## config.mk

```make
export PLATFORM = sky130hd
export DESIGN_NAME = seq_divider
export DESIGN_NICKNAME = d
export VERILOG_FILES = /design/src/rtl/alu_pkg.sv /design/src/rtl/seq_divider_div_step.sv /design/src/rtl/seq_divider.sv
export SDC_FILE = /design/constraint.sdc
export NUM_CORES = 1
export LEC_CHECK = 0
export ABC_CLOCK_PERIOD_IN_PS = 2700
export BUFFER_PORTS_ARGS = -buffer_cell sky130_fd_sc_hd__buf_2
export CAP_MARGIN = 20
export CORE_ASPECT_RATIO = 0.6
export CORE_UTILIZATION = 50
export CTS_CLUSTER_DIAMETER = 100
export DETAILED_ROUTE_END_ITERATION = 10
export PLACE_DENSITY = 0.72
export SETUP_SLACK_MARGIN = 0.3
export SLEW_MARGIN = 20
export SYNTH_ARGS = -nofsm -noshare
export SYNTH_HDL_FRONTEND = slang
export SYNTH_SLANG_ARGS = --single-unit
```

## constraint.sdc

```tcl
create_clock -name clk -period 2.7 [get_ports clk]
set_clock_uncertainty 0.2 [all_clocks]
set_input_delay 0.135 -clock clk [delete_from_list [all_inputs] [get_ports clk]]
set_output_delay 0.135 -clock clk [all_outputs]
set_load 0.05 [all_outputs]
```

## src/rtl/alu_pkg.sv

```systemverilog
// Shared definitions for the lab ALU datapath blocks.
// Holds the divider FSM state type and its counter sizing.
package alu_pkg;

    typedef enum logic [1:0] {
        IDLE = 2'd0,
        RUN  = 2'd1,
        FIX  = 2'd2,
        DONE = 2'd3
    } div_state_t;

    localparam int DIV_N_DEFAULT = 4;
    localparam int DIV_CNT_W     = $clog2(DIV_N_DEFAULT + 1);

    // Counter must hold the value N itself, hence N+1 codes.
    function automatic int div_cnt_width(input int n);
        return $clog2(n + 1);
    endfunction

endpackage

```

## src/rtl/seq_divider_div_step.sv

```systemverilog
// One restoring-division iteration: shift in the next dividend bit, trial-subtract,
// keep the difference only when it did not borrow.
module div_step #(
    parameter int N = 4
) (
    input  logic [N:0]   rem_in,
    input  logic         dvd_msb,
    input  logic [N-1:0] divisor,
    output logic [N:0]   rem_out,
    output logic         q_bit
);

    logic [N+1:0] trial;

    // One guard bit above the shifted remainder makes the borrow explicit.
    assign trial   = {rem_in, dvd_msb} - {2'b00, divisor};
    assign q_bit   = ~trial[N+1];
    assign rem_out = q_bit ? trial[N:0] : {rem_in[N-1:0], dvd_msb};

endmodule

```

## src/rtl/seq_divider.sv

```systemverilog
// Multi-cycle restoring integer divider, signed or unsigned, with start/busy/done
// handshake and divide-by-zero / signed-overflow flags.
module seq_divider
    import alu_pkg::*;
#(
    parameter int N = 4
) (
    input  logic         clk,
    input  logic         rst,
    input  logic         start,
    input  logic         signed_mode,
    input  logic [N-1:0] dividendo,
    input  logic [N-1:0] divisor,
    output logic [N-1:0] cociente,
    output logic [N-1:0] residuo,
    output logic         busy,
    output logic         done,
    output logic         div_cero,
    output logic         overflow
);

    localparam int CW = div_cnt_width(N);
    localparam logic [N-1:0] MOST_NEG = {1'b1, {(N-1){1'b0}}};
    localparam logic [N-1:0] ALL_ONES = {N{1'b1}};

    div_state_t   state_reg;
    logic [CW-1:0] cnt_reg;
    logic [N-1:0] dvd_reg;
    logic [N-1:0] dsr_reg;
    logic [N:0]   rem_reg;
    logic         smode_reg;
    logic         sign_q_reg;
    logic         sign_r_reg;
    logic         pend_dz_reg;
    logic         pend_ov_reg;
    logic [N-1:0] cociente_reg;
    logic [N-1:0] residuo_reg;
    logic         busy_reg;
    logic         done_reg;
    logic         div_cero_reg;
    logic         overflow_reg;

    logic         a_neg, b_neg;
    logic [N-1:0] abs_a, abs_b;
    logic [N-1:0] q_fix, r_fix;
    logic [N:0]   step_rem;
    logic         step_q;

    always_comb begin
        a_neg = signed_mode & dividendo[N-1];
        b_neg = signed_mode & divisor[N-1];
        abs_a = a_neg ? (~dividendo + 1'b1) : dividendo;
        abs_b = b_neg ? (~divisor + 1'b1) : divisor;
        q_fix = (smode_reg & sign_q_reg) ? (~dvd_reg + 1'b1) : dvd_reg;
        r_fix = (smode_reg & sign_r_reg) ? (~rem_reg[N-1:0] + 1'b1) : rem_reg[N-1:0];
    end

    div_step #(.N(N)) u_step (
        .rem_in  (rem_reg),
        .dvd_msb (dvd_reg[N-1]),
        .divisor (dsr_reg),
        .rem_out (step_rem),
        .q_bit   (step_q)
    );

    always_ff @(posedge clk) begin
        if (rst) begin
            state_reg    <= IDLE;
            cnt_reg      <= '0;
            dvd_reg      <= '0;
            dsr_reg      <= '0;
            rem_reg      <= '0;
            smode_reg    <= 1'b0;
            sign_q_reg   <= 1'b0;
            sign_r_reg   <= 1'b0;
            pend_dz_reg  <= 1'b0;
            pend_ov_reg  <= 1'b0;
            cociente_reg <= '0;
            residuo_reg  <= '0;
            busy_reg     <= 1'b0;
            done_reg     <= 1'b0;
            div_cero_reg <= 1'b0;
            overflow_reg <= 1'b0;
        end else begin
            case (state_reg)
                IDLE: begin
                    done_reg <= 1'b0;
                    if (start) begin
                        busy_reg     <= 1'b1;
                        div_cero_reg <= 1'b0;
                        overflow_reg <= 1'b0;
                        smode_reg    <= signed_mode;
                        pend_dz_reg  <= 1'b0;
                        pend_ov_reg  <= 1'b0;
                        if (divisor == '0) begin
                            // Special results are staged here and published from DONE.
                            pend_dz_reg <= 1'b1;
                            dvd_reg     <= ALL_ONES;
                            rem_reg     <= {1'b0, dividendo};
                            state_reg   <= DONE;
                        end else if (signed_mode && dividendo == MOST_NEG && divisor == ALL_ONES) begin
                            pend_ov_reg <= 1'b1;
                            dvd_reg     <= dividendo;
                            rem_reg     <= '0;
                            state_reg   <= DONE;
                        end else begin
                            dvd_reg    <= abs_a;
                            dsr_reg    <= abs_b;
                            rem_reg    <= '0;
                            sign_q_reg <= a_neg ^ b_neg;
                            sign_r_reg <= a_neg;
                            cnt_reg    <= CW'(N);
                            state_reg  <= RUN;
                        end
                    end
                end
                RUN: begin
                    rem_reg <= step_rem;
                    dvd_reg <= {dvd_reg[N-2:0], step_q};
                    cnt_reg <= cnt_reg - 1'b1;
                    if (cnt_reg == CW'(1)) begin
                        state_reg <= FIX;
                    end
                end
                FIX: begin
                    cociente_reg <= q_fix;
                    residuo_reg  <= r_fix;
                    done_reg     <= 1'b1;
                    busy_reg     <= 1'b0;
                    state_reg    <= DONE;
                end
                DONE: begin
                    state_reg <= IDLE;
                    if (pend_dz_reg || pend_ov_reg) begin
                        cociente_reg <= dvd_reg;
                        residuo_reg  <= rem_reg[N-1:0];
                        div_cero_reg <= pend_dz_reg;
                        overflow_reg <= pend_ov_reg;
                        pend_dz_reg  <= 1'b0;
                        pend_ov_reg  <= 1'b0;
                        done_reg     <= 1'b1;
                        busy_reg     <= 1'b0;
                    end else begin
                        done_reg <= 1'b0;
                    end
                end
                default: state_reg <= IDLE;
            endcase
        end
    end

    assign cociente = cociente_reg;
    assign residuo  = residuo_reg;
    assign busy     = busy_reg;
    assign done     = done_reg;
    assign div_cero = div_cero_reg;
    assign overflow = overflow_reg;

endmodule
```

* Yosys cells after proc, flatten, opt, wreduce, memory -nomap -nowiden
Index checks and enable logic that the tools add are counted.
Storage, ports and cells: bits in registers 35, bits in latches 0, memory bits (writable) 0, bits in read-only memories 0, input bits 12, output and inout bits 12, logic and storage cells 104, memories kept 0
Cells by class: $add $sub $neg 6, multiply operators 0, divide/modulo/power cells 0, magnitude comparators 0, equality and inequality tests 11, shift operators 0, mux-type cells 42, bitwise gates (word level) 12, reduce and logical (&&, ||, !) cells 17
Operators by type and width (number):
- $mux W4 | 10
- $pmux W4 S2 | 3
- $add A4 B1 Y4 const B | 4
- $not A4 Y4 | 4
- $mux W1 | 11
- $mux W5 | 2
- $ne A2 B2 Y1 const B | 5
- $pmux W5 S2 | 1
- $mux W3 | 3
- $eq A4 B4 Y1 const B | 2
- $mux W2 | 4
- $pmux W1 S2 | 4
- $pmux W2 S4 | 1
- $reduce_and A2 Y1 | 4
- $reduce_and A4 Y1 | 2
- $pmux W1 S3 | 2
- $pmux W3 S2 | 1
- $reduce_and A3 Y1 | 2
- $reduce_bool A2 Y1 | 3
- $sub A6 B4 Y6 | 1
- $and A1 B1 Y1 | 4
- $eq A2 B2 Y1 const B | 2
- $logic_not A4 Y1 | 1
- $eq A3 B1 Y1 const B | 1
- 8 further kinds | 11

* Depth between registers and ports, before layout
word-level depth 7, gate-level depth with buffers 9, mapped depth without buffers 9

* Cells and area by module
From an unflattened synthesis, not the netlist that was laid out.
Unflattened totals: cells, all modules 261, area, all modules 2329.7 um^2
By module, submodules not included:
- seq_divider | times used 1, cells an instance 224, area an instance 1985.7 um^2, seq. area each 700.7 um^2
- div_step | times used 1, cells an instance 37, area an instance 344.1 um^2, seq. area each 0.0 um^2

* Worst setup path after synthesis
No wires, ideal clock.
kind reg2reg, start point register dsr_reg[1], end point register rem_reg[2], setup time 0.073 ns, data arrival time 1.811 ns, data required time 2.427 ns, slack 0.615 ns, cell stages (with the launch flop) 8, path buffers 0, period minus slack after synthesis 2.085 ns, cell sequence dfxtp_1 -> inv_1 -> ha_1 -> nor2b_1 -> o2111ai_1 -> o211ai_4 -> or4_4 -> o211ai_2
On the way: longest elaborated chain between the ends 3
Ends and longest elaborated chain:
- start, declared | RTL line seq_divider.sv:29 | logic [N-1:0] dsr_reg;
- start signal, assigned | RTL line seq_divider.sv:108 | dsr_reg <= abs_b;
- $sub A6 B4 Y6 | RTL line seq_divider_div_step.sv:16 | assign trial = {rem_in, dvd_msb} - {2'b00, divisor};
- $mux W5 | RTL line seq_divider_div_step.sv:18 | assign rem_out = q_bit ? trial[N:0] : {rem_in[N-1:0], dvd_msb};
- $pmux W5 S2 | RTL line seq_divider.sv:85 | case (state_reg)
- end signal, assigned | RTL line seq_divider.sv:99 | rem_reg <= {1'b0, dividendo};
- end signal, assigned | RTL line seq_divider.sv:118 | rem_reg <= step_rem;
- end, declared | RTL line seq_divider.sv:30 | logic [N:0] rem_reg;
No other way between the ends. A chain may end at the register's enable or synchronous reset.

* Worst setup path after layout
start point register rem_reg[2], end point register rem_reg[2]
On the way: longest elaborated chain between the ends 3
Ends and longest elaborated chain (RTL line):
- $sub A6 B4 Y6 | seq_divider_div_step.sv:16
- $mux W5 | seq_divider_div_step.sv:18
- $pmux W5 S2 | seq_divider.sv:85
No other way between the ends.

==> summary.md <==
| Metric | Value |
|---|---|
| Static leakage | `1.01 nW` |
| Setup CP Type | `register to register` |
| CTS max path bufs | `2` |
| Initial antenna violation count | `0` |
| Final HPWL DP | `3.74 mm` |
| Crit path launch type | `register` |
| Total wire length | `5.05 mm` |
| Rel. slew slack | `54.6%` |
| CTS tree | `yes` |
| CORE AREA | `4170 µm²` |
| Synth Area in Simple Gates | `21.1%` |
| Synth warnings | `0` |
| Status | `finished clean` |
| Drt drc | `0` |
| Max FFs per register | `5` |
| Width of the die | `87.7 µm` |
| Post-synthesis sequential area ratio | `31.8%` |
| ANT nets after route | `0` |
| Hold_sp | `dividendo[0]` |
| I/O Pins | `24` |
| Vias post-DR | `1978` |
| RSZ-0062 raised after global routing | `true` |
| Gr usage total | `24.0%` |
| Synth unique cells | `55` |
| Drt via density | `5.51` |
| Max-cap viol count | `0` |
| Tcrit/Tclk final | `85.2%` |
| Row count | `18` |
| Initial core utilization | `52.9%` |
| Xor/xnor share of the synthesized area | `3.58%` |
| PD cells | `1160 nW/µm²` |
| Die Height | `53.4 µm` |
| Avg Cell Area, Syn | `8.14 µm²` |
| Cell taking the most area after synthesis | `dfxtp_1` |
| Min Hold Slack | `0.0321 ns` |
| Syn-to-layout area delta | `14.3%` |
| Final #Nets | `326` |
| Multiplexer share of the synthesized area | `4.14%` |
| Post-synth EDFFs | `0` |
| Largest family of logic cells by synthesized area | `compound AO/OA/AOI/OAI gates` |
| Final TNS setup | `0 ns` |
| Post-Synth Adder-Cell Area | `9.42%` |
| Complex-gate fraction of the synthesized area | `24.0%` |
| First-pass GRT wire length | `8.32 mm` |
| Reg-to-Reg Start | `rem_reg[2]` |
| Largest net degree at the start of global routing | `39` |
| Post-synth ARST share | `0%` |
| Starting DRC count in detailed routing | `164` |
| Critical path launch point | `rem_reg[2]` |
| Final Hold Viols | `0` |
| Root Buffer | `clkbuf_8` |
| Tmin final | `2.30 ns` |
| Total CTS buffers | `5` |
| Mapped Cells | `271` |
| Die area | `4690 µm²` |
| Clock sink count | `35` |
| Pin slew with the least headroom to its limit | `0.681 ns` |
| Layout cells sized above 1 | `16.7%` |
| Vias in the first global route | `1709` |
| CP max FO | `7` |
| Setup violators final | `0` |
| H-tree depth | `2` |
| Class of the worst hold path | `primary input to register` |
| Worst EP arrival | `2.34 ns` |
| Ant. Diodes | `0` |
| VDD IR-drop max | `0.484 mV` |
| Synth Register Bits | `35` |
| Top cell type's share of synthesized area | `31.8%` |
| DP Area | `2370 µm²` |
| Net Count, Synth | `299` |
| Clock Latency Late Sink | `0.30 ns` |
| CP Capture Type | `register` |
| Clock-pin slew on the worst setup and hold paths | `0.08 ns` |
| Max Clk Rate | `435 MHz` |
| DRT Pass-1 Iters | `4` |
| Main synth FF type | `dfxtp_1` |
| Congestion Overflow GR | `0` |
| Worst path required time | `2.74 ns` |
| GP Congestion | `0.812` |
| Syn Std Cell Area | `2200 µm²` |
| Top post-synthesis cells by area | `dfxtp_1, ha_1, nor2_1, a21oi_1, inv_1` |
| Port buffer count | `23` |
| Post-Layout Inst Area | `2520 µm²` |
| Layout Utilization | `60.5%` |
| Routed len/inst | `14.1 µm` |
| Final Max Slew Viols | `0` |
[area by class of cell]
class                           count  area, µm²
Clock inverter                      3       20.0
Clock buffer                        5       68.8
Timing Repair Buffer               31        188
Inverter                           23       86.3
Multi-Input combinational cell    202       1380
Tap cell                           60       75.1
Fill cell                         397       1650
Sequential cell                    35        701
[report_power, final]
| part | switching [mW] | leakage (nW) | internal [mW] |
|---|---|---|---|
| Combinational | 1.07 | 0.680 | 0.640 |
| Sequential | 0.147 | 0.286 | 0.674 |
| Clock | 0.209 | 0.0402 | 0.179 |
| Total | 1.43 | 1.01 | 1.49 |
[timing repair]
item | 4_1_cts | 5_1_grt
hold buffers | 5 | 0
endpoints found under the setup margin | 0 | 8
buffers inserted | 0 | 0
hold endpoints to repair | 6 | 0
gates resized for setup | 0 | 3
[synthesized netlist by cell type (2+ instances only)]
cell and instances:
a221oi_1 3, o31ai_1 4, xnor2_1 6, inv_1 23, xor2_1 3, nand3_1 11
ha_1 15, nand3b_1 2, buf_1 3, nor2b_1 2, a21oi_1 20, dfxtp_1 35
clkbuf_1 3, o21ai_0 6, mux2i_1 8, nor2_1 40, nor3_1 9, a211oi_1 8
a41oi_1 2, a21o_1 3, a32oi_1 4, nand2b_1 2, buf_2 5, a21oi_2 2
o2111ai_1 2, o21ai_1 3, nand2_1 19
[cells in the final DEF, fill, tap and decap left out, types with 2 or more instances in the layout]
master / instances
a221oi_1: 3
nand2_1: 19
mux2i_1: 8
nor3_1: 9
a211oi_1: 8
nor2b_1: 2
o21ai_0: 6
nor2_1: 39
a21o_1: 3
buf_4: 3
o21ai_1: 3
ha_1: 14
nand2b_1: 2
xnor2_1: 6
a32oi_1: 4
nand3b_1: 2
dfxtp_1: 35
inv_1: 23
buf_2: 23
clkbuf_8: 5
dlygate4sd3_1: 5
a21oi_2: 2
clkinvlp_4: 2
o31ai_1: 4
a41oi_1: 2
a21oi_1: 20
xor2_1: 3
nand3_1: 11
[path summary, 6_finish.rpt]
path | end | slack, ns | cells past startpoint
worst max-delay path | rem_reg[2] | 0.40 | 6
worst min register to register | done | 0.26 | 2
worst max register to register | rem_reg[2] | 0.40 | 6
worst min-delay path | rem_reg[0] | 0.03 | 5
[metal layers]
layer / GRT usage [%] / share of wire [%]
met1: 35.7 / 53
met2: 32.6 / 38
met3: 5.46 / 7.2
met4: 9.56 / 1.7
met5: 0 / 0
[worst max-delay path, stage by stage (launching register included)]
cell and delay [ns]:
dfxtp_1 0.49, ha_1 0.37, and3_2 0.27, a21oi_4 0.16, o211ai_4 0.13, or4_4 0.53, o211ai_2 0.08
[stage by stage]
stage	worst slack [ns]	total power [mW]	cells
finish	0.400	2.92	359
global route	0.279	3.16	359
CTS	0.403	2.89	359
detailed placement	0.431	2.49	346
global placement	0.479	2.48	346
floorplan	0.615	2.14	271
[kinds of logic (layout without fill, tap and decap cells)]
logic type / count (synthesis) / in the layout
simple gates: 97 / 97
fa+ha+maj: 16 / 16
flops: 35 / 35
xor+xnor: 9 / 9
buf+inv: 34 / 62
mux: 9 / 9
compound gates: 71 / 71
Power figures use the tool's default switching activity.
